## config.mk

```make
export PLATFORM = sky130hd
export DESIGN_NAME = smg_scan_ctrl_flat
export DESIGN_NICKNAME = d
export VERILOG_FILES = /design/src/rtl/smg_scan_ctrl_if.sv /design/src/rtl/smg_scan_ctrl.sv /design/src/flat_wrapper.sv
export SDC_FILE = /design/constraint.sdc
export NUM_CORES = 1
export LEC_CHECK = 0
export ABC_AREA = 1
export BUFFER_PORTS_ARGS = -buffer_cell sky130_fd_sc_hd__buf_2
export CAP_MARGIN = 20
export CORE_MARGIN = 5
export CORE_UTILIZATION = 52
export DETAILED_ROUTE_END_ITERATION = 8
export HOLD_SLACK_MARGIN = 0.05
export PLACE_DENSITY = 0.76
export SLEW_MARGIN = 5
export SYNTH_ARGS = -nofsm -noshare
export SYNTH_HDL_FRONTEND = slang
export SYNTH_SLANG_ARGS = --single-unit
```

## constraint.sdc

```tcl
create_clock -name clk -period 2.7 [get_ports clk]
set_input_delay 0.54 -clock clk [delete_from_list [all_inputs] [get_ports clk]]
set_output_delay 0.54 -clock clk [all_outputs]
set_load 0.005 [all_outputs]
```

## src/rtl/smg_scan_ctrl_if.sv

```systemverilog
// Interface bundling the data/control inputs and registered display outputs
// of the seven-segment scan controller.
interface smg_scan_ctrl_if #(
    parameter int DIGITS = 6
);
    logic [4*DIGITS-1:0] idata;
    logic [DIGITS-1:0]   idp;
    logic                lz_en;
    logic                en;
    logic [3:0]          odigit;
    logic                odp;
    logic                oblank;
    logic [DIGITS-1:0]   osel;
    logic                frame_tick;

    modport master (
        output idata, idp, lz_en, en,
        input  odigit, odp, oblank, osel, frame_tick
    );

    modport slave (
        input  idata, idp, lz_en, en,
        output odigit, odp, oblank, osel, frame_tick
    );
endinterface

```

## src/rtl/smg_scan_ctrl.sv

```systemverilog
// Multiplexed seven-segment scan controller: snapshots a nibble word once per
// frame, then walks the digits with a programmable dwell and an optional
// blank gap, applying leading-zero suppression. All outputs are registered
// from the next-state values so nothing leaves the block combinationally.
module smg_scan_ctrl #(
    parameter int DIGITS         = 6,
    parameter int T_DWELL        = 5000,
    parameter int T_BLANK        = 250,
    parameter bit SEL_ACTIVE_LOW = 1'b1
) (
    input logic           clk,
    input logic           rst_n,
    smg_scan_ctrl_if.slave bus
);

    localparam int CNT_TOP  = (T_DWELL > T_BLANK) ? T_DWELL : T_BLANK;
    localparam int CNT_SPAN = (CNT_TOP > 2) ? CNT_TOP : 2;
    localparam int CW       = $clog2(CNT_SPAN);
    localparam int KW       = (DIGITS > 1) ? $clog2(DIGITS) : 1;

    localparam logic [CW-1:0]     DWELL_LAST = CW'(T_DWELL - 1);
    localparam logic [CW-1:0]     BLANK_LAST = (T_BLANK > 0) ? CW'(T_BLANK - 1) : '0;
    localparam logic [KW-1:0]     K_LAST     = KW'(DIGITS - 1);
    localparam logic [DIGITS-1:0] SEL_IDLE   = {DIGITS{SEL_ACTIVE_LOW}};

    typedef enum logic [1:0] {IDLE, LOAD, SHOW, GAP} state_t;

    state_t                state, state_nxt;
    logic [KW-1:0]         k, k_nxt;
    logic [CW-1:0]         cnt, cnt_nxt;
    logic [4*DIGITS-1:0]   snap_data, snap_data_nxt;
    logic [DIGITS-1:0]     snap_dp, snap_dp_nxt;
    logic                  show_nxt;
    logic                  tick_nxt;
    logic [DIGITS-1:0]     onehot_nxt;

    // Digit 0 is the most significant nibble of the packed word.
    function automatic logic [3:0] nibble_of(input logic [4*DIGITS-1:0] d,
                                             input logic [KW-1:0] idx);
        return d[4*(DIGITS-1-int'(idx)) +: 4];
    endfunction

    function automatic logic dp_of(input logic [DIGITS-1:0] p,
                                   input logic [KW-1:0] idx);
        return p[DIGITS-1-int'(idx)];
    endfunction

    // A digit is a leading zero when it and every digit to its left are zero
    // with no decimal point; the rightmost digit is always shown.
    function automatic logic lz_blank(input logic [4*DIGITS-1:0] d,
                                      input logic [DIGITS-1:0] p,
                                      input logic [KW-1:0] idx);
        logic lead_zero;
        lead_zero = 1'b1;
        for (int i = 0; i < DIGITS; i++) begin
            if (i <= int'(idx) && (d[4*(DIGITS-1-i) +: 4] != 4'd0 || p[DIGITS-1-i]))
                lead_zero = 1'b0;
        end
        return lead_zero && (int'(idx) < DIGITS - 1);
    endfunction

    // Next-state, next-digit and dwell-counter decode; en low overrides all.
    always_comb begin
        state_nxt     = state;
        k_nxt         = k;
        cnt_nxt       = cnt;
        snap_data_nxt = snap_data;
        snap_dp_nxt   = snap_dp;
        case (state)
            IDLE: begin
                state_nxt = LOAD;
                k_nxt     = '0;
                cnt_nxt   = '0;
            end
            LOAD: begin
                state_nxt     = SHOW;
                k_nxt         = '0;
                cnt_nxt       = '0;
                snap_data_nxt = bus.idata;
                snap_dp_nxt   = bus.idp;
            end
            SHOW: begin
                if (cnt == DWELL_LAST) begin
                    cnt_nxt = '0;
                    if (T_BLANK != 0)
                        state_nxt = GAP;
                    else if (k == K_LAST)
                        state_nxt = LOAD;
                    else
                        k_nxt = k + KW'(1);
                end else begin
                    cnt_nxt = cnt + CW'(1);
                end
            end
            GAP: begin
                if (cnt == BLANK_LAST) begin
                    cnt_nxt = '0;
                    if (k == K_LAST) begin
                        state_nxt = LOAD;
                    end else begin
                        state_nxt = SHOW;
                        k_nxt     = k + KW'(1);
                    end
                end else begin
                    cnt_nxt = cnt + CW'(1);
                end
            end
            default: state_nxt = IDLE;
        endcase
        if (!bus.en) begin
            state_nxt = IDLE;
            k_nxt     = '0;
            cnt_nxt   = '0;
        end
        show_nxt   = (state_nxt == SHOW) &&
                     !(bus.lz_en && lz_blank(snap_data_nxt, snap_dp_nxt, k_nxt));
        onehot_nxt = DIGITS'(1) << k_nxt;
        // Flag the cycle about to be entered if it is the final one of the frame.
        tick_nxt   = (k_nxt == K_LAST) &&
                     ((state_nxt == GAP && cnt_nxt == BLANK_LAST) ||
                      (state_nxt == SHOW && T_BLANK == 0 && cnt_nxt == DWELL_LAST));
    end

    // State registers and registered display outputs; reset dominates.
    always_ff @(posedge clk) begin
        if (!rst_n) begin
            state          <= IDLE;
            k              <= '0;
            cnt            <= '0;
            snap_data      <= '0;
            snap_dp        <= '0;
            bus.osel       <= SEL_IDLE;
            bus.oblank     <= 1'b1;
            bus.odigit     <= 4'd0;
            bus.odp        <= 1'b0;
            bus.frame_tick <= 1'b0;
        end else begin
            state          <= state_nxt;
            k              <= k_nxt;
            cnt            <= cnt_nxt;
            snap_data      <= snap_data_nxt;
            snap_dp        <= snap_dp_nxt;
            bus.osel       <= show_nxt ? (SEL_IDLE ^ onehot_nxt) : SEL_IDLE;
            bus.oblank     <= !show_nxt;
            bus.odigit     <= show_nxt ? nibble_of(snap_data_nxt, k_nxt) : 4'd0;
            bus.odp        <= show_nxt ? dp_of(snap_dp_nxt, k_nxt) : 1'b0;
            bus.frame_tick <= tick_nxt;
        end
    end

endmodule

```

## src/flat_wrapper.sv

```systemverilog
// flat-port wrapper written by rule: the top's interface ports become plain ports
module smg_scan_ctrl_flat 
#(
    parameter int DIGITS         = 6,
    parameter int T_DWELL        = 5000,
    parameter int T_BLANK        = 250,
    parameter bit SEL_ACTIVE_LOW = 1'b1
)
  (clk, rst_n, bus_idata, bus_idp, bus_lz_en, bus_en, bus_odigit, bus_odp, bus_oblank, bus_osel, bus_frame_tick);
  smg_scan_ctrl_if #(.DIGITS(DIGITS)) bus_i ();
  input logic clk;
  input logic rst_n;
  input wire logic [$bits(bus_i.idata)-1:0] bus_idata;
  input wire logic [$bits(bus_i.idp)-1:0] bus_idp;
  input wire logic [$bits(bus_i.lz_en)-1:0] bus_lz_en;
  input wire logic [$bits(bus_i.en)-1:0] bus_en;
  output wire logic [$bits(bus_i.odigit)-1:0] bus_odigit;
  output wire logic [$bits(bus_i.odp)-1:0] bus_odp;
  output wire logic [$bits(bus_i.oblank)-1:0] bus_oblank;
  output wire logic [$bits(bus_i.osel)-1:0] bus_osel;
  output wire logic [$bits(bus_i.frame_tick)-1:0] bus_frame_tick;
  assign bus_i.idata = bus_idata;
  assign bus_i.idp = bus_idp;
  assign bus_i.lz_en = bus_lz_en;
  assign bus_i.en = bus_en;
  assign bus_odigit = bus_i.odigit;
  assign bus_odp = bus_i.odp;
  assign bus_oblank = bus_i.oblank;
  assign bus_osel = bus_i.osel;
  assign bus_frame_tick = bus_i.frame_tick;
  smg_scan_ctrl #(.DIGITS(DIGITS), .T_DWELL(T_DWELL), .T_BLANK(T_BLANK), .SEL_ACTIVE_LOW(SEL_ACTIVE_LOW)) u_core (.clk(clk), .rst_n(rst_n), .bus(bus_i));
endmodule
```

==> impl_metrics.tcl <==
set metrics [dict create \
    via_count 3213 \
    synth.distinct_cells 36 \
    postLayoutCoreUtil_pct 61.9 \
    max_cap_viol_count 0 \
    cts_max_path_buffers 2 \
    numCtsBuffers 9 \
    postSynth.topFlopCell "sky130_fd_sc_hd__dfxtp_1" \
    async_flop_share_pct 0 \
    placement_rows 29 \
    drt_pre_antenna_iters 5 \
    worst_tran_pin_value_ns 0.484 \
    start_util_pct 53.0 \
    timing_worst_setup_path_type "reg -> reg" \
    viasPerCell 5.11 \
    grt_pass1_wl_um 13600 \
    tritoncts_num_sinks 61 \
    io_pins 47 \
    dieWidth_um 90.2 \
    synth-edff-count 0 \
    cts_tree "done" \
    dp_worst_setup_slack_ns 0.0488 \
    worst_skew_pair.late_latency_ns 0.34 \
    proportion_of_synthesized_chip_area_in_sequential_cells_pct 36.5 \
    vdd.ir_drop.worst_mv 0.421 \
    hp-class "in -> reg" \
    cellLeakagePower_nw 1.91 \
    post-route-min-period_ns 2.50 \
    timing.critical_path.fanout_max 9 \
    numPortBuffers 46 \
    cp-end-kind "flop" \
    synth_seq_cells 61 \
    status "finished, final reports clean" \
    hpwlAfterDp_um 5960 \
    final.setup.tns_ns 0 \
    number_of_antenna_violations_at_the_first_check_in_global_routing 0 \
    globalRouteOverflowTotal 0 \
    die_area_mm2 0.00814 \
    post-route-drc-count 0 \
    final_layout_size_suffix_gt1_share_pct 19.9 \
    routed_length_per_placed_instance_um 13.0 \
    via_count_of_the_first_global_routing_pass 3002 \
    route.final.wire_length_um 8160 \
    finalSetupViolCount 0 \
    achievable-frequency_ghz 0.401 \
    largest_net_degree_at_the_start_of_global_routing 41 \
    critPathLaunchType "flop" \
    drtAntennaViolNets 0 \
    area_growth_pct 16.6 \
    core_area_mm2 0.00631 \
    final-max-slew-violation-count 0 \
    avgSynthCellArea_um2 6.81 \
    die_y_extent_um 90.2 \
    final.setup_skew_ns 0.00773 \
    grt_setup_unrepaired "no" \
    design.final.nets 588 \
    layout_setup_ws_ns 0.205 \
    timing.critical_path.arrival_ns 2.72 \
    syn_inst 492 \
    slew_headroom_pct 67.7 \
    final_hold_viol_count 0 \
    gr-usage-all-layers_pct 20.2 \
    clkTransAtPathRegs_ns 0.07 \
    net_count_synth 533 \
    detailedRoute.firstIterationViolations 220 \
    cellPowerDensity_mw_per_mm2 545 \
    routabilityCongestion 0.917 \
    timing.critical_path.required_ns 2.93 \
    cts_max_level 3 \
    antenna_cells 0 \
    finalCritPeriodShare_pct 92.4 \
    synthesis.yosys.warnings 0 \
    cts.root.buffer_cell "sky130_fd_sc_hd__clkbuf_8" \
    mappedNetlistArea_mm2 0.00335 \
]
[kinds of logic (layout without fill, tap and decap cells)]
| kind of cell | count (synthesis) | count (layout) | share of synthesized area [%] |
|---|---|---|---|
| muxes | 8 | 8 | 2.39 |
| AOI/OAI and AO/OA | 39 | 39 | 6.73 |
| buffers and inverters | 76 | 136 | 10.8 |
| and+or+nand+nor | 292 | 292 | 38.6 |
| DFF | 61 | 61 | 36.5 |
| xor gates and xnor gates | 9 | 9 | 2.35 |
| adders and majority gates | 7 | 7 | 2.62 |
[synth_stat cells (2+ instances only)]
| master | number | share of area [%] |
|---|---|---|
| sky130_fd_sc_hd__o21a_1 | 5 | 1.1 |
| sky130_fd_sc_hd__buf_4 | 3 | 0.67 |
| sky130_fd_sc_hd__clkbuf_1 | 5 | 0.56 |
| sky130_fd_sc_hd__nand2_1 | 126 | 14 |
| sky130_fd_sc_hd__or2_1 | 5 | 0.93 |
| sky130_fd_sc_hd__nor3_1 | 8 | 1.2 |
| sky130_fd_sc_hd__nand4_1 | 12 | 2.2 |
| sky130_fd_sc_hd__o21ai_2 | 4 | 1.0 |
| sky130_fd_sc_hd__nand2_2 | 5 | 0.93 |
| sky130_fd_sc_hd__ha_1 | 7 | 2.6 |
| sky130_fd_sc_hd__nand2_4 | 2 | 0.67 |
| sky130_fd_sc_hd__xor2_1 | 7 | 1.8 |
| sky130_fd_sc_hd__nand3_1 | 39 | 5.8 |
| sky130_fd_sc_hd__nor2_1 | 79 | 8.9 |
| sky130_fd_sc_hd__nor4_1 | 2 | 0.37 |
| sky130_fd_sc_hd__inv_1 | 57 | 6.4 |
| sky130_fd_sc_hd__o21ai_0 | 21 | 3.1 |
| sky130_fd_sc_hd__xnor2_1 | 2 | 0.52 |
| sky130_fd_sc_hd__buf_2 | 2 | 0.30 |
| sky130_fd_sc_hd__a21oi_1 | 7 | 1.0 |
| sky130_fd_sc_hd__or2_2 | 4 | 0.75 |
| sky130_fd_sc_hd__dfxtp_1 | 61 | 36 |
| sky130_fd_sc_hd__inv_2 | 2 | 0.22 |
| sky130_fd_sc_hd__buf_6 | 5 | 1.7 |
| sky130_fd_sc_hd__mux2i_1 | 8 | 2.4 |
| sky130_fd_sc_hd__nor2_2 | 4 | 0.75 |
[flip-flops by register name (all words and copies together) (netlist names), 2 cells and up]
| register | cells |
|---|---|
| u_core.bus.odigit | 4 |
| u_core.bus.osel | 6 |
| u_core.cnt | 13 |
| u_core.k | 3 |
| u_core.snap_data | 24 |
| u_core.snap_dp | 6 |
| u_core.state | 2 |
[metrics by stage]
step / total power, W / hold WS (ns) / cell area (um2) / cells
3_3_place_gp: 0.00120 / 0.457 / 3630 / 611
3_5_place_dp: 0.00120 / 0.463 / 3630 / 611
5_1_grt: 0.00222 / 0.481 / 3910 / 629
6_report: 0.00213 / 0.444 / 3910 / 629
4_1_cts: 0.00214 / 0.438 / 3860 / 627
2_1_floorplan: 0.00114 / 0.446 / 3350 / 492
[layout make-up]
type	instances	area, um2
multi-input combinational	355	1780
clock inverter	5	81.3
clock buffer	11	151
fill	614	2410
tap	77	96.3
inverter	59	221
timing repair buffer	61	350
sequential	61	1220
[routing by layer]
metal | share of wire [%] | routed length, um | vias up | track usage (%)
li1 | - | - | 1652 | -
met1 | 48 | 3880 | 1448 | 26.8
met2 | 44 | 3600 | 95 | 31.0
met3 | 5.7 | 463 | 18 | 3.84
met4 | 2.6 | 216 | 0 | 10.4
met5 | 0 | 0 | - | 0
[cells in the final DEF (no fill, tap or decap), drive strengths merged]
cell and instances:
nor2 84, nor3 8, nand3b 1, nor4 2
a21boi 1, xnor2 2, nand2 133, clkinvlp 1
bufinv 2, nand3 41, inv 60, nand4 13
a21oi 7, or2 10, o21a 5, dfxtp 61
ha 7, o21ai 26, mux2i 8, xor2 7
buf 61, clkinv 1, clkbuf 11
[power by group]
part / total (W) / internal, W / leakage (nW) / switching [W]
logic: 0.000242 / 0.0000944 / 1.30 / 0.000148
registers: 0.000941 / 0.000930 / 0.498 / 0.0000117
clock network: 0.000943 / 0.000572 / 0.116 / 0.000371
total: 0.00213 / 0.00160 / 1.91 / 0.000531
[worst max-delay path, cell delays in order, from the launching register on]
cell and delay (ns):
sky130_fd_sc_hd__dfxtp_1 0.32, sky130_fd_sc_hd__inv_1 0.06, sky130_fd_sc_hd__ha_1 0.18, sky130_fd_sc_hd__nand2_1 0.08, sky130_fd_sc_hd__nor2_2 0.14, sky130_fd_sc_hd__nand4_2 0.15
sky130_fd_sc_hd__nand3_1 0.12, sky130_fd_sc_hd__nand2_1 0.10, sky130_fd_sc_hd__nand2_2 0.09, sky130_fd_sc_hd__buf_8 0.10, sky130_fd_sc_hd__buf_4 0.16, sky130_fd_sc_hd__ha_1 0.21
sky130_fd_sc_hd__inv_1 0.05, sky130_fd_sc_hd__a21oi_1 0.13, sky130_fd_sc_hd__nand2_1 0.09, sky130_fd_sc_hd__nor2_4 0.11, sky130_fd_sc_hd__nand3_4 0.12, sky130_fd_sc_hd__nand2_4 0.12
sky130_fd_sc_hd__nor2_2 0.05
[worst paths after layout]
path | startpoint | endpoint | slack (ns) | cells past startpoint
max reg2reg | u_core.cnt[1]$_SDFF_PN0_ | u_core.bus.odp$_SDFF_PN0_ | 0.20 | 18
min reg2reg | u_core.cnt[0]$_SDFF_PN0_ | u_core.cnt[0]$_SDFF_PN0_ | 0.47 | 1
max | u_core.cnt[1]$_SDFF_PN0_ | u_core.bus.odp$_SDFF_PN0_ | 0.20 | 18
min | bus_idata[9] | u_core.snap_data[9]$_SDFF_PN0_ | 0.44 | 3
[what timing repair did]
| action | CTS | global route |
|---|---|---|
| hold buffers | 0 | 0 |
| setup endpoints to repair | 0 | 13 |
| gates resized for setup | 0 | 11 |
| buffers inserted | 0 | 2 |
No activity file was read; power rests on OpenSTA's default activity.
